`src/rtl/bcd_countdown_timer.sv`:
```
// MM:SS BCD countdown core with one-second prescaler.
// Drives four BCD digits, a per-decrement tick and a sticky done flag.
module bcd_countdown_timer #(
   parameter int TICK_DIV     = 50000000,
   parameter int MAX_MIN_TENS = 9
) (
   input  logic       clk,
   input  logic       reset,
   input  logic       load,
   input  logic       start,
   input  logic       pause,
   input  logic [3:0] set_min_tens,
   input  logic [3:0] set_min_ones,
   input  logic [3:0] set_sec_tens,
   input  logic [3:0] set_sec_ones,
   output logic [3:0] min_tens,
   output logic [3:0] min_ones,
   output logic [3:0] sec_tens,
   output logic [3:0] sec_ones,
   output logic       running,
   output logic       done,
   output logic       tick
);

   localparam int PW = $clog2(TICK_DIV);
   localparam logic [PW-1:0] PRE_LAST = PW'(TICK_DIV - 1);
   localparam logic [3:0] MT_MAX = 4'(MAX_MIN_TENS);

   typedef enum logic [1:0] {
      S_IDLE,
      S_RUN,
      S_PAUSED,
      S_DONE
   } state_t;

   state_t        r_state;
   logic [PW-1:0] r_pre;
   logic [3:0]    r_mt;
   logic [3:0]    r_mo;
   logic [3:0]    r_st;
   logic [3:0]    r_so;
   logic          r_running;
   logic          r_done;
   logic          r_tick;

   logic [3:0] w_ld_mt;
   logic [3:0] w_ld_mo;
   logic [3:0] w_ld_st;
   logic [3:0] w_ld_so;
   logic [3:0] w_mt_n;
   logic [3:0] w_mo_n;
   logic [3:0] w_st_n;
   logic [3:0] w_so_n;
   logic       w_so_b;
   logic       w_st_b;
   logic       w_mo_b;
   logic       w_zero;
   logic       w_dec_zero;
   logic       w_wrap;

   // Clamp preset digits so the counter only ever holds legal BCD
   always_comb begin
      w_ld_mt = (set_min_tens > MT_MAX) ? MT_MAX : set_min_tens;
      w_ld_mo = (set_min_ones > 4'd9) ? 4'd9 : set_min_ones;
      w_ld_st = (set_sec_tens > 4'd5) ? 4'd5 : set_sec_tens;
      w_ld_so = (set_sec_ones > 4'd9) ? 4'd9 : set_sec_ones;
   end

   // BCD borrow chain: value one second below the current digits
   always_comb begin
      w_so_b = (r_so == 4'd0);
      w_so_n = w_so_b ? 4'd9 : r_so - 4'd1;
      w_st_b = w_so_b && (r_st == 4'd0);
      w_st_n = r_st;
      if (w_so_b) begin
         w_st_n = (r_st == 4'd0) ? 4'd5 : r_st - 4'd1;
      end
      w_mo_b = w_st_b && (r_mo == 4'd0);
      w_mo_n = r_mo;
      if (w_st_b) begin
         w_mo_n = (r_mo == 4'd0) ? 4'd9 : r_mo - 4'd1;
      end
      w_mt_n = w_mo_b ? r_mt - 4'd1 : r_mt;
      w_zero = (r_mt == 4'd0) && (r_mo == 4'd0) &&
               (r_st == 4'd0) && (r_so == 4'd0);
      w_dec_zero = (w_mt_n == 4'd0) && (w_mo_n == 4'd0) &&
                   (w_st_n == 4'd0) && (w_so_n == 4'd0);
      w_wrap = (r_pre == PRE_LAST);
   end

   // Control FSM, prescaler and digit registers
   always_ff @(posedge clk) begin
      if (reset) begin
         r_state   <= S_IDLE;
         r_pre     <= '0;
         r_mt      <= 4'd0;
         r_mo      <= 4'd0;
         r_st      <= 4'd0;
         r_so      <= 4'd0;
         r_running <= 1'b0;
         r_done    <= 1'b0;
         r_tick    <= 1'b0;
      end else begin
         r_tick <= 1'b0;
         if (load) begin
            r_mt      <= w_ld_mt;
            r_mo      <= w_ld_mo;
            r_st      <= w_ld_st;
            r_so      <= w_ld_so;
            r_pre     <= '0;
            r_state   <= S_IDLE;
            r_running <= 1'b0;
            r_done    <= 1'b0;
         end else begin
            unique case (r_state)
               S_IDLE: begin
                  if (start) begin
                     r_pre <= '0;
                     if (w_zero) begin
                        r_state <= S_DONE;
                        r_done  <= 1'b1;
                     end else begin
                        r_state   <= S_RUN;
                        r_running <= 1'b1;
                     end
                  end
               end
               S_PAUSED: begin
                  // Resume keeps the partial second already counted
                  if (start) begin
                     if (w_zero) begin
                        r_state <= S_DONE;
                        r_done  <= 1'b1;
                     end else begin
                        r_state   <= S_RUN;
                        r_running <= 1'b1;
                     end
                  end
               end
               S_RUN: begin
                  if (pause) begin
                     r_state   <= S_PAUSED;
                     r_running <= 1'b0;
                  end else if (w_wrap) begin
                     r_pre  <= '0;
                     r_tick <= 1'b1;
                     r_mt   <= w_mt_n;
                     r_mo   <= w_mo_n;
                     r_st   <= w_st_n;
                     r_so   <= w_so_n;
                     if (w_dec_zero) begin
                        r_state   <= S_DONE;
                        r_running <= 1'b0;
                        r_done    <= 1'b1;
                     end
                  end else begin
                     r_pre <= r_pre + 1'b1;
                  end
               end
               S_DONE: begin
                  r_pre <= '0;
               end
            endcase
         end
      end
   end

   assign min_tens = r_mt;
   assign min_ones = r_mo;
   assign sec_tens = r_st;
   assign sec_ones = r_so;
   assign running  = r_running;
   assign done     = r_done;
   assign tick     = r_tick;

endmodule

```
`config.mk`:
```
export PLATFORM = sky130hd
export DESIGN_NAME = bcd_countdown_timer
export DESIGN_NICKNAME = d
export VERILOG_FILES = /design/src/rtl/bcd_countdown_timer.sv
export SDC_FILE = /design/constraint.sdc
export NUM_CORES = 1
export LEC_CHECK = 0
export CORE_ASPECT_RATIO = 0.9
export CORE_UTILIZATION = 54
export DETAILED_ROUTE_END_ITERATION = 12
export PLACE_DENSITY = 0.8
export SLEW_MARGIN = 20
export SYNTH_ARGS = -nofsm -noshare
export SYNTH_HDL_FRONTEND = slang
export SYNTH_SLANG_ARGS = --single-unit
```
`constraint.sdc`:
```
create_clock -name clk -period 2.75 [get_ports clk]
set_input_delay 0.4125 -clock clk [delete_from_list [all_inputs] [get_ports clk]]
set_output_delay 0.4125 -clock clk [all_outputs]
set_load 0.005 [all_outputs]
```
==> run summary, run 1 <==
# port buffers: 39
placed cell count: 423
CTS max path bufs: 2
fmax: 0.448 GHz
post-route minimum period: 2230 ps
Startpoint Class: flip-flop
most used cell along the critical path: or3_1
max-cap viol count: 0
Sink Count: 47
Mapped Cells: 326
Req. time, crit path: 2970 ps
Yosys cell types: 50
Clock Latency Late Sink: 300 ps
drt pass-1 iters: 5
Hold Buf Count CTS: 0
status: complete, no violations
post-CTS sizing: 0
Wirelength per Cell: 15.7 microns
Setup TNS: 0 ps
final RePlAce weighted congestion: 0.862
pin count of the biggest net entering global routing: 26
boundary pin count: 40
Vias: 2,660
CP Max Fanout: 9
Slowest Stage Delay on Critical Path: 510 ps
pwr dens: 417 mW/mm^2
largest area contributor in the netlist: dfxtp_1
CTS tree: yes
share of async-settable or async-resettable flops after synthesis: 0%
Core Area: 0.00455 sq mm
crit path kind: reg2reg
Max VDD drop: 0.344 mV
DRC viols: 0
worst setup path start: sec_ones[2]
top cells by area, synth: dfxtp_1 36%, nor2_1 4.7%, nand4_1 4.3%, a21oi_1 3.6%, o21ai_0 3.2%
crit-path cells: or3_1 > nor2_1 > nand4_1 > or3_1 > a311oi_1
Synth Warn #: 0
clock transition at the registers of the reported paths: 90 ps
clk_skew: 7.14 ps
sequential element share of the synthesized area: 35.9%
CP Capture Type: flip-flop
drt total wl: 6.79 mm
syn nets: 350
antenna-violating nets left: 0
Layout area overhead: 21.7%
final max-slew violation count: 0
Hold Startpoint: sec_tens[3]
max_slew headroom: 61.8%
CP Buf/Inv Count: 0
Worst Hold Class: reg2reg
vias per cell: 6.17
GRT overflow: 0
Yosys reg bits: 47
nets: 392
post-DP HPWL: 4.89 mm
# rows: 23
hold violation total from the final report: 0
Die H: 68.1 microns
first-pass GRT wire length: 10.6 mm
initial antenna violation count: 0
Mapped Area: 0.00262 sq mm
Lkg Pwr: 1.02 nW
gr usage total: 27.4%
Die W: 75.4 microns
vias in the first global route: 2,255
clock buffers created by TritonCTS: 5
Critical-path top delay cell: or3_1
CP Data Arrival Time: 2450 ps
drt initial violations: 236
ratio of cells with drive above 1 in the final layout: 7.05%
Setup-failing EPs final: 0
top-area cell type share of the netlist area: 35.9%
Crit path max-delay family: simple AND/OR/NAND/NOR gates
Mean Syn Cell Area: 8.04 sq um
fin cells: 431
root cell of the clock tree: clkbuf_8
worst r2r src: sec_ones[2]
Final Cycle Share: 81.1%
Post-CTS Setup Bufs: 0
Initial Util: 57.6%
most frequent cell after synthesis: dfxtp_1
htree depth: 2
Least-Margin Pin Slew: 568 ps
unrepaired setup endpoints after global routing: no
EDFF count, synth: 0
die area: 0.00514 sq mm
ys flop type: dfxtp_1
Fill cells: 389
Antenna Cells: 0
synth cell count leaders: 47 x dfxtp_1, 33 x nor2_1, 20 x nand2_1
==> cell families after synthesis <==
kind of cell	Yosys count	synth area share, %
buffers and inverters	25	3.68
adders and majority gates	3	1.43
AOI/OAI and AO/OA	73	18.5
xor gates and xnor gates	16	5.35
and+or+nand+nor	162	35.1
DFF	47	35.9
==> worst reg2reg max path: cells and delay by family (launching register included) <==
family,cells,cell delay [ps]
AOI/OAI and AO/OA,1,250
and+or+nand+nor,4,1510
DFF,1,390
==> power by group <==
group	total (W)	internal (W)	switching, W
registers	0.000723	0.000697	0.0000256
clock network	0.000406	0.000174	0.000232
logic	0.000201	0.000100	0.000101
==> registers in the layout (all words and copies together) (netlist names) <==
| signal | flops |
|---|---|
| sec_ones | 4 |
| done | 1 |
| min_tens | 4 |
| min_ones | 4 |
| r_pre | 26 |
| running | 1 |
| r_state | 2 |
| sec_tens | 4 |
| tick | 1 |
==> stage by stage <==
step           utilization (%)  hold WS, ps  worst slack (ps)  cell area, sq um  power (W)
3_5_place_dp              68.3          471               456              3110   0.000936
4_1_cts                   70.1          485               543              3190    0.00133
2_1_floorplan                -          462               746              2620   0.000842
3_3_place_gp              68.3          468               507              3110   0.000932
5_1_grt                   70.1          503               322              3190    0.00139
6_report                  70.1          481               520              3190    0.00133
==> worst paths after layout <==
kind,end,slack (ps),cells past startpoint
worst max-delay path,min_ones[0],520,5
worst min register to register,sec_tens[3],480,1
worst max register to register,min_ones[0],520,5
worst min-delay path,sec_tens[3],480,1
==> per-layer routing <==
layer  vias to the layer above  routed length [microns]  global-route usage, %
met5                         -                        0                      0
met4                         0                       66                   7.41
met3                         6                      444                   4.86
met2                       106                     2890                   38.8
met1                      1223                     3390                   42.0
li1                       1325                        -                      -
==> area by class of cell <==
class	instances	area (sq um)	share of cell area [%]
Clock buffer	5	68.8	2.16
Clock inverter	3	15.0	0.471
Inverter	12	45.0	1.41
Multi-Input combinational cell	254	1580	49.7
Sequential cell	47	941	29.5
Tap cell	62	77.6	2.43
Timing Repair Buffer	48	458	14.4
==> cell usage in the layout, fill, tap and decap left out, drive strengths merged, types with 4 or more instances in the layout <==
cell type,count
a21oi,19
a311oi,4
and4,6
buf,9
clkbuf,5
clkdlybuf4s50,39
dfxtp,47
inv,12
nand2,20
nand2b,5
nand3,14
nand4,18
nor2,33
nor2b,5
nor3,12
nor4,13
o211ai,5
o21ai,18
or2,5
or3,12
or4,5
xnor2,9
xor2,7
No activity file was read; power rests on OpenSTA's default activity.
==> inputs of run 2 (changes only) <==
- clock period: 2.75 -> 2.2 ns (I/O delays scaled with it)
==> run 2 against run 1 <==
  * Critical path depth is 1 higher
  * Register-to-register slack worse by 440 ps
  * Cell count is 4.4% higher
  * Sequential power is 24% higher
  * Routed wire length is 3.9% higher
  * Total power is 46% higher
  * Critical path type unchanged
  * Largest cell class unchanged
==> run summary, run 2 (synthesis gave the netlist of run 1 again) <==
status: complete, no violations
Layout area overhead: 29.7%
post-CTS sizing: 0 (unchanged)
die area: 0.00514 sq mm (unchanged)
CTS tree: yes
Least-Margin Pin Slew: 471 ps (-97.1 ps)
pre-CTS setup slack: 19.0 ps (-437 ps)
Wirelength per Cell: 15.7 microns (-0.52%)
max-cap viol count: 0 (unchanged)
final RePlAce weighted congestion: 0.915 (+6.1%)
nets: 411 (+4.8%)
Core Area: 0.00455 sq mm (unchanged)
Sink Count: 47 (unchanged)
Lkg Pwr: 1.13 nW (+12%)
Req. time, crit path: 2390 ps (-580 ps)
most common cell after layout, fill and taps aside: dfxtp_1
fin cells: 450 (+4.4%)
Setup-failing EPs final: 0 (unchanged)
DRC viols: 0 (unchanged)
clock buffers created by TritonCTS: 5 (unchanged)
vias per cell: 6.19 (+0.31%)
htree depth: 2 (unchanged)
ratio of cells with drive above 1 in the final layout: 12.1% (+5.1 points)
commonest cells after routing, fill and taps aside: 45 x dfxtp_1, 39 x clkdlybuf4s50_1, 33 x nor2_1
Reg power frac: 46.2% (-8.1 points)
initial antenna violation count: 0 (unchanged)
max_slew headroom: 68.1% (+6.3 points)
final max-slew violation count: 0 (unchanged)
fmax: 0.472 GHz (+5.2%)
placed cell count: 442 (+4.5%)
number of flip-flops in the largest register: 26 (unchanged)
Final Cycle Share: 96.3% (+15 points)
worst setup path start: r_pre[7]
Worst Hold Class: reg2reg
GRT overflow: 0 (unchanged)
Logic pwr share: 14.8% (-0.3 points)
Max VDD drop: 0.419 mV (+22%)
hold violation total from the final report: 0 (unchanged)
clock transition at the registers of the reported paths: 90 ps (about the same)
Hold Buf Count CTS: 0 (unchanged)
Psw: 0.000472 W (+32%)
Worst R2R Path Depth: 6 (+1)
post-route minimum period: 2120 ps (-111 ps)
Antenna Cells: 0 (unchanged)
Die H: 68.1 microns (unchanged)
switch share: 24.3% (-2.6 points)
Die W: 75.4 microns (unchanged)
root cell of the clock tree: clkbuf_8
worst r2r src: r_pre[7]
pin count of the biggest net entering global routing: 26 (unchanged)
# rows: 23 (unchanged)
first-pass GRT wire length: 11.1 mm (+4.8%)
boundary pin count: 40 (unchanged)
post-DP HPWL: 5.18 mm (+6.0%)
Hold Path Depth: 1 (unchanged)
CP Capture Type: flip-flop
drt initial violations: 243 (+3.0%)
post-route setup slack: 80.9 ps (-439 ps)
CTS max path bufs: 2 (unchanged)
clk_skew: 9.58 ps (+2.44 ps)
CP Data Arrival Time: 2310 ps (-140 ps)
Post-CTS Setup Bufs: 0 (unchanged)
Startpoint Class: flip-flop
gr usage total: 28.4% (+0.94 points)
Clock Latency Late Sink: 300 ps (about the same)
CP Capture Point: min_tens[2]
Setup TNS: 0 ps (unchanged)
pwr dens: 571 mW/mm^2 (+37%)
unrepaired setup endpoints after global routing: no
# port buffers: 39 (unchanged)
clock power share: 39.1% (+8.6 points)
Vias: 2,786 (+4.7%)
Initial Util: 57.6% (unchanged)
antenna-violating nets left: 0 (unchanged)
FF-to-FF End: min_tens[2]
vias in the first global route: 2,314 (+2.6%)
r2r setup slk: 80 ps (-440 ps)
crit path kind: reg2reg
drt pass-1 iters: 5 (unchanged)
P_int: 0.00147 W (+51%)
Reg with most FFs: r_pre
CP Max Fanout: 12 (+3)
drt total wl: 7.05 mm (+3.9%)
==> run 2: metrics by stage <==
step | cell area [sq um] | utilization (%) | hold WS (ps) | total power [W]
finish | 3400 | 74.8 | 491 | 0.00194
global route | 3400 | 74.8 | 518 | 0.00201
CTS | 3400 | 74.7 | 500 | 0.00195
detailed placement | 3260 | 71.7 | 484 | 0.00120
global placement | 3260 | 71.7 | 469 | 0.00119
floorplan | 2620 | - | 439 | 0.00105
==> run 2: per-layer routing <==
metal | global-route usage (%) | wire, microns | vias up
met4 | 6.02 | 52 | 0
li1 | - | - | 1359
met3 | 5.15 | 336 | 7
met5 | 0 | 0 | -
met2 | 42.7 | 3070 | 84
met1 | 42.0 | 3590 | 1336
==> run 2: layout make-up <==
class,instances,area (sq um)
tap,62,77.6
timing repair buffer,67,613
fill,385,1150
clock buffer,5,68.8
multi-input combinational,254,1580
inverter,12,45.0
sequential,47,943
clock inverter,3,67.6
==> run 2: worst min path at each step <==
stage | end | from | slack, ps
after floorplan | sec_ones[2] | set_sec_ones[2] | 440
after global placement | sec_tens[3] | sec_tens[3] | 470
after detailed placement | sec_tens[3] | sec_tens[3] | 480
after CTS | sec_tens[3] | sec_tens[3] | 500
after global routing | sec_tens[3] | sec_tens[3] | 520
final | sec_tens[3] | sec_tens[3] | 490
==> run 2: critical path, cell delays in order (launching register included) <==
cell and delay [ps]:
dfxtp_1 370, nor4b_1 490, nand4_1 240, nor3_1 230, buf_4 230, a311oi_1 110
a2111oi_0 350
==> run 2: power by group through the flow <==
stage	Sequential, W	Clock [W]	Combinational (W)
floorplan	0.000917	0	0.000136
global placement	0.000915	0	0.000276
detailed placement	0.000916	0	0.000280
CTS	0.000896	0.000765	0.000284
global route	0.000901	0.000797	0.000311
finish	0.000897	0.000759	0.000286
==> inputs of run 3 (changes only) <==
- CORE_MARGIN: default -> 5
- PLACE_DENSITY: 0.8 -> default
- PLACE_DENSITY_LB_ADDON: default -> 0.2
==> run 3 against run 2 <==
  * Non-clock buffer count up 2
  * Via count up 1.0%
  * Critical path depth down 1
  * Combinational power about the same
  * Cell area down 0.85%
  * Clock power down 18%
  * Register-to-register slack about the same
  * Utilization down 4.2 points
  * Maximum frequency up 0.55%
  * Worst hold slack better by 2.5 ps
  * Sequential power about the same
  * Critical path type unchanged
  * Critical endpoint is now r_pre[24]
==> run summary, run 3 (synthesis gave the netlist of run 1 again) <==
status: complete, no violations
WHS: 494 ps (+2.53 ps)
most common cell after layout, fill and taps aside: dfxtp_1
Lkg Pwr: 1.12 nW (-0.84%)
Least-Margin Pin Slew: 454 ps (-16.8 ps)
initial antenna violation count: 0 (unchanged)
antenna-violating nets left: 0 (unchanged)
crit-path cells: nand2_1 > or4_4 > or2_1 > or4_1 > a21oi_1
vias per cell: 6.20 (+0.12%)
total power: 0.00180 W (-7.4%)
gr usage total: 21.9% (-6.5 points)
DRC viols: 0 (unchanged)
drt pass-1 iters: 5 (unchanged)
Vias: 2,814 (+1.0%)
Fill cells: 389 (+1.0%)
pwr dens: 533 mW/mm^2 (-6.6%)
Max VDD drop: 0.431 mV (+2.9%)
Die W: 83.4 microns (+11%)
CTS max path bufs: 2 (unchanged)
CTS tree: yes
clock transition at the registers of the reported paths: 90 ps (about the same)
post-CTS sizing: 0 (unchanged)
post-DP HPWL: 5.26 mm (+1.6%)
unrepaired setup endpoints after global routing: no
boundary pin count: 40 (unchanged)
final RePlAce weighted congestion: 0.847 (-7.4%)
commonest cells after routing, fill and taps aside: 46 x dfxtp_1, 39 x clkdlybuf4s50_1, 33 x nor2_1
final max-slew violation count: 0 (unchanged)
CP Capture Type: flip-flop
GRT overflow: 0 (unchanged)
drt total wl: 7.10 mm (+0.67%)
Critical-path top delay cell: or4_4
crit path kind: reg2reg
Layout area overhead: 28.6%
Antenna Cells: 0 (unchanged)
Slowest Stage Delay on Critical Path: 560 ps (+70 ps)
post-route minimum period: 2110 ps (-11.5 ps)
Sink Count: 47 (unchanged)
number of flip-flops in the largest register: 26 (unchanged)
clk_skew: 9.69 ps (+0.109 ps)
Hold Buf Count CTS: 0 (unchanged)
nets: 413 (+0.49%)
Final Cycle Share: 95.8% (-0.52 points)
Startpoint Class: flip-flop
Die H: 76.1 microns (+12%)
Setup TNS: 0 ps (unchanged)
die area: 0.00635 sq mm (+24%)
max-cap viol count: 0 (unchanged)
first-pass GRT wire length: 11.9 mm (+6.7%)
root cell of the clock tree: clkbuf_8
CP Max Fanout: 6 (-6)
Core Area: 0.00477 sq mm (+5.0%)
clock buffers created by TritonCTS: 5 (unchanged)
hold violation total from the final report: 0 (unchanged)
Post-CTS Setup Bufs: 0 (unchanged)
Wirelength per Cell: 15.6 microns (-0.22%)
Reg with most FFs: r_pre
ratio of cells with drive above 1 in the final layout: 11.8% (-0.29 points)
pin count of the biggest net entering global routing: 21 (-19%)
vias in the first global route: 2,566 (+11%)
max_slew headroom: 69.5% (+1.3 points)
Worst Hold Class: reg2reg
# port buffers: 39 (unchanged)
CP Data Arrival Time: 2340 ps (+30 ps)
fmax: 0.474 GHz (+0.55%)
placed inst area: 0.00327 sq mm (+0.19%)
htree depth: 2 (unchanged)
Initial Util: 54.9% (-2.7 points)
Clock Latency Late Sink: 300 ps (about the same)
Req. time, crit path: 2430 ps (+40 ps)
drt initial violations: 257 (+5.8%)
# rows: 24 (+4.3%)
Final Cell Area: 0.00337 sq mm (-0.85%)
Setup-failing EPs final: 0 (unchanged)
==> run 3: path summary, 6_finish.rpt <==
kind | startpoint | end | slack [ps] | cells past startpoint
worst max-delay path | r_pre[15] | r_pre[24] | 90 | 5
worst min-delay path | r_pre[1] | r_pre[1] | 490 | 2
worst max register to register | r_pre[15] | r_pre[24] | 90 | 5
worst min register to register | r_pre[1] | r_pre[1] | 490 | 2
==> run 3: cell type report <==
class / count / area (sq um) / area share [%]
clock buffers: 6 / 72.6 / 2.15
clock inverters: 1 / 30.0 / 0.891
inverters: 12 / 45.0 / 1.34
multi-input cells: 254 / 1580 / 47.0
flip-flops and latches: 47 / 942 / 28.0
well taps: 65 / 81.3 / 2.41
repair buffers: 69 / 616 / 18.3
==> run 3: power by group <==
part / switching [W] / internal (W)
clock: 0.000286 / 0.000334
combinational: 0.000142 / 0.000141
sequential: 0.0000231 / 0.000871
==> run 3: critical path, delay by kind of cell, from the launching register on <==
| family | cells | cell delay, ps |
|---|---|---|
| simple gates | 4 | 1480 |
| compound gates | 1 | 170 |
| flops | 1 | 400 |
==> run 3: per-layer routing <==
layer | GRT usage, % | wire length (microns)
met5 | 0 | 0
met4 | 6.43 | 116
met3 | 3.46 | 448
met2 | 33.7 | 3170
met1 | 31.5 | 3360
==> run 3: through the flow <==
step | instances | setup WS (ps) | utilization (%)
detailed placement | 447 | 92.5 | 68.4
global route | 454 | 15.9 | 70.6
global placement | 447 | 161 | 68.4
floorplan | 326 | 196 | -
finish | 454 | 92.5 | 70.6
CTS | 454 | 85.0 | 70.6
==> RTL edit (settings of run 3) <==
Reset style: asynchronous (`reset`), changed in one clocked block.
--- a/src/rtl/bcd_countdown_timer.sv
+++ b/src/rtl/bcd_countdown_timer.sv
@@ -89,7 +89,7 @@
    end
 
    // Control FSM, prescaler and digit registers
-   always_ff @(posedge clk) begin
+   always_ff @(posedge clk or posedge reset) begin
       if (reset) begin
          r_state   <= S_IDLE;
          r_pre     <= '0;
Check against the original RTL: differs if reset is asserted again (counterexample within 4 cycles, from zero or initial values and one cycle with reset high); with reset held inactive, the same outputs for 10 cycles.
==> RTL edit against run 3 <==
Sequential cell count unchanged; total power rose by 7.5%; routed wire length up 17%; critical path depth unchanged; setup slack worse by 0.10 ns; design area rose by 15%; the run now ends with setup timing left; synthesized area is 4.7% higher; global-route usage grew 2.6 points; combinational power is 35% higher.
==> RTL edit: results <==
[logic_synthesis]
async_reset_ff_frac = 1.000
yosysSeqAreaShare = 0.4284
syn_inst = 304
synthXorXnorAreaFrac = 0.06700
synth_compound_area_frac = 0.1395
synthTopCellsByCount = "dfrtp_1 (47), nor2_1 (32), o21ai_0 (20)"
synth.lib_cells_used.distinct = 48
yosys-mux-area-fraction = 0.01869

[place]
placed_area_um2 = 3660
hpwl_mm = 5.830
gp_congestion = 0.8994
place_inst = 460

[global_routing]
grt_usage = 0.2449
grt_pass1_vias = 2746

[detailed_routing]
wl_per_cell_um = 17.73
routed_via_density = 6.106
routed_wl_mm = 8.334
drtIter0Drc = 225

[finish]
multi_input_area_share = 0.4095
clkCellAreaFrac = 0.02650
n_fill_cell = 319
seq_share = 0.3038
final_layout_size_suffix_gt1_frac = 0.2321
multi_input_gates = 237
nets = 429
buffer_area_frac = 0.2314

[timing]
final.setup_skew_ns = 0.007368
setup_viol = 3
relSlewSlack = 0.5364
fin_ws_ns = -0.009045
holdWs_ns = 0.3828

[pwr]
p_leak_nw = 1.603
p_int_mw = 1.419
power_mw = 1.933
power_frac_seq = 0.477
peakVddDrop_v = 0.0003598

[die]
die_x_um = 85.16

[critical_path]
rr_startpoint = "r_pre[9]$_DFFE_PP0P_"
path_max_fanout = 4

[outcome]
status = "finished with violations"
violations = "setup timing"
RTL edit: cell types whose count changed after synthesis, sizes merged, moves of 5 or more:
cell	delta
a21o	+7
or3	-5
dfxtp	-47
a21oi	-10
dfrtp	+47
nand3	-8
nand4	-5
xnor2	+6
RTL edit: repair_timing:
action | CTS | global route
pin swaps | 2 | 5
setup buffers | 0 | 3
endpoints found under the setup margin | 23 | 31
gates resized for setup | 9 | 9
RTL edit: worst max path at each step:
stage,end,startpoint,slack (ns),cells after the start
floorplan,min_tens[3]$_DFFE_PP0P_,r_state[1]$_DFFE_PP0P_,-0.12,7
global placement,min_tens[3]$_DFFE_PP0P_,pause,-0.33,6
detailed placement,min_tens[3]$_DFFE_PP0P_,pause,-0.39,6
CTS,min_ones[3]$_DFFE_PP0P_,r_pre[7]$_DFFE_PP0P_,0.009,5
global route,r_state[1]$_DFFE_PP0P_,r_pre[9]$_DFFE_PP0P_,-0.11,5
finish,r_state[1]$_DFFE_PP0P_,r_pre[9]$_DFFE_PP0P_,-0.009,5
RTL edit: per-layer routing:
| metal | global-route usage | part of all wire | wire [µm] |
|---|---|---|---|
| met5 | 0 | 0 | 0 |
| met4 | 0.08386 | 0.016 | 133 |
| met3 | 0.05085 | 0.068 | 570 |
| met2 | 0.3703 | 0.48 | 3962 |
| met1 | 0.3495 | 0.44 | 3667 |
RTL edit: cells by family (layout without fill, tap and decap cells):
group / count (synthesis) / count (layout)
and+or+nand+nor: 148 / 148
muxes: 5 / 5
adders and majority gates: 3 / 3
xor gates and xnor gates: 21 / 21
DFF: 47 / 47
AOI/OAI and AO/OA: 60 / 60
buffers and inverters: 20 / 121
RTL edit: critical path, stage by stage (launching register included):
cell	delay [ns]
dfrtp_1	0.40
nor4bb_2	0.35
nand4_1	0.25
or2_1	0.35
or4_4	0.59
a21oi_1	0.19
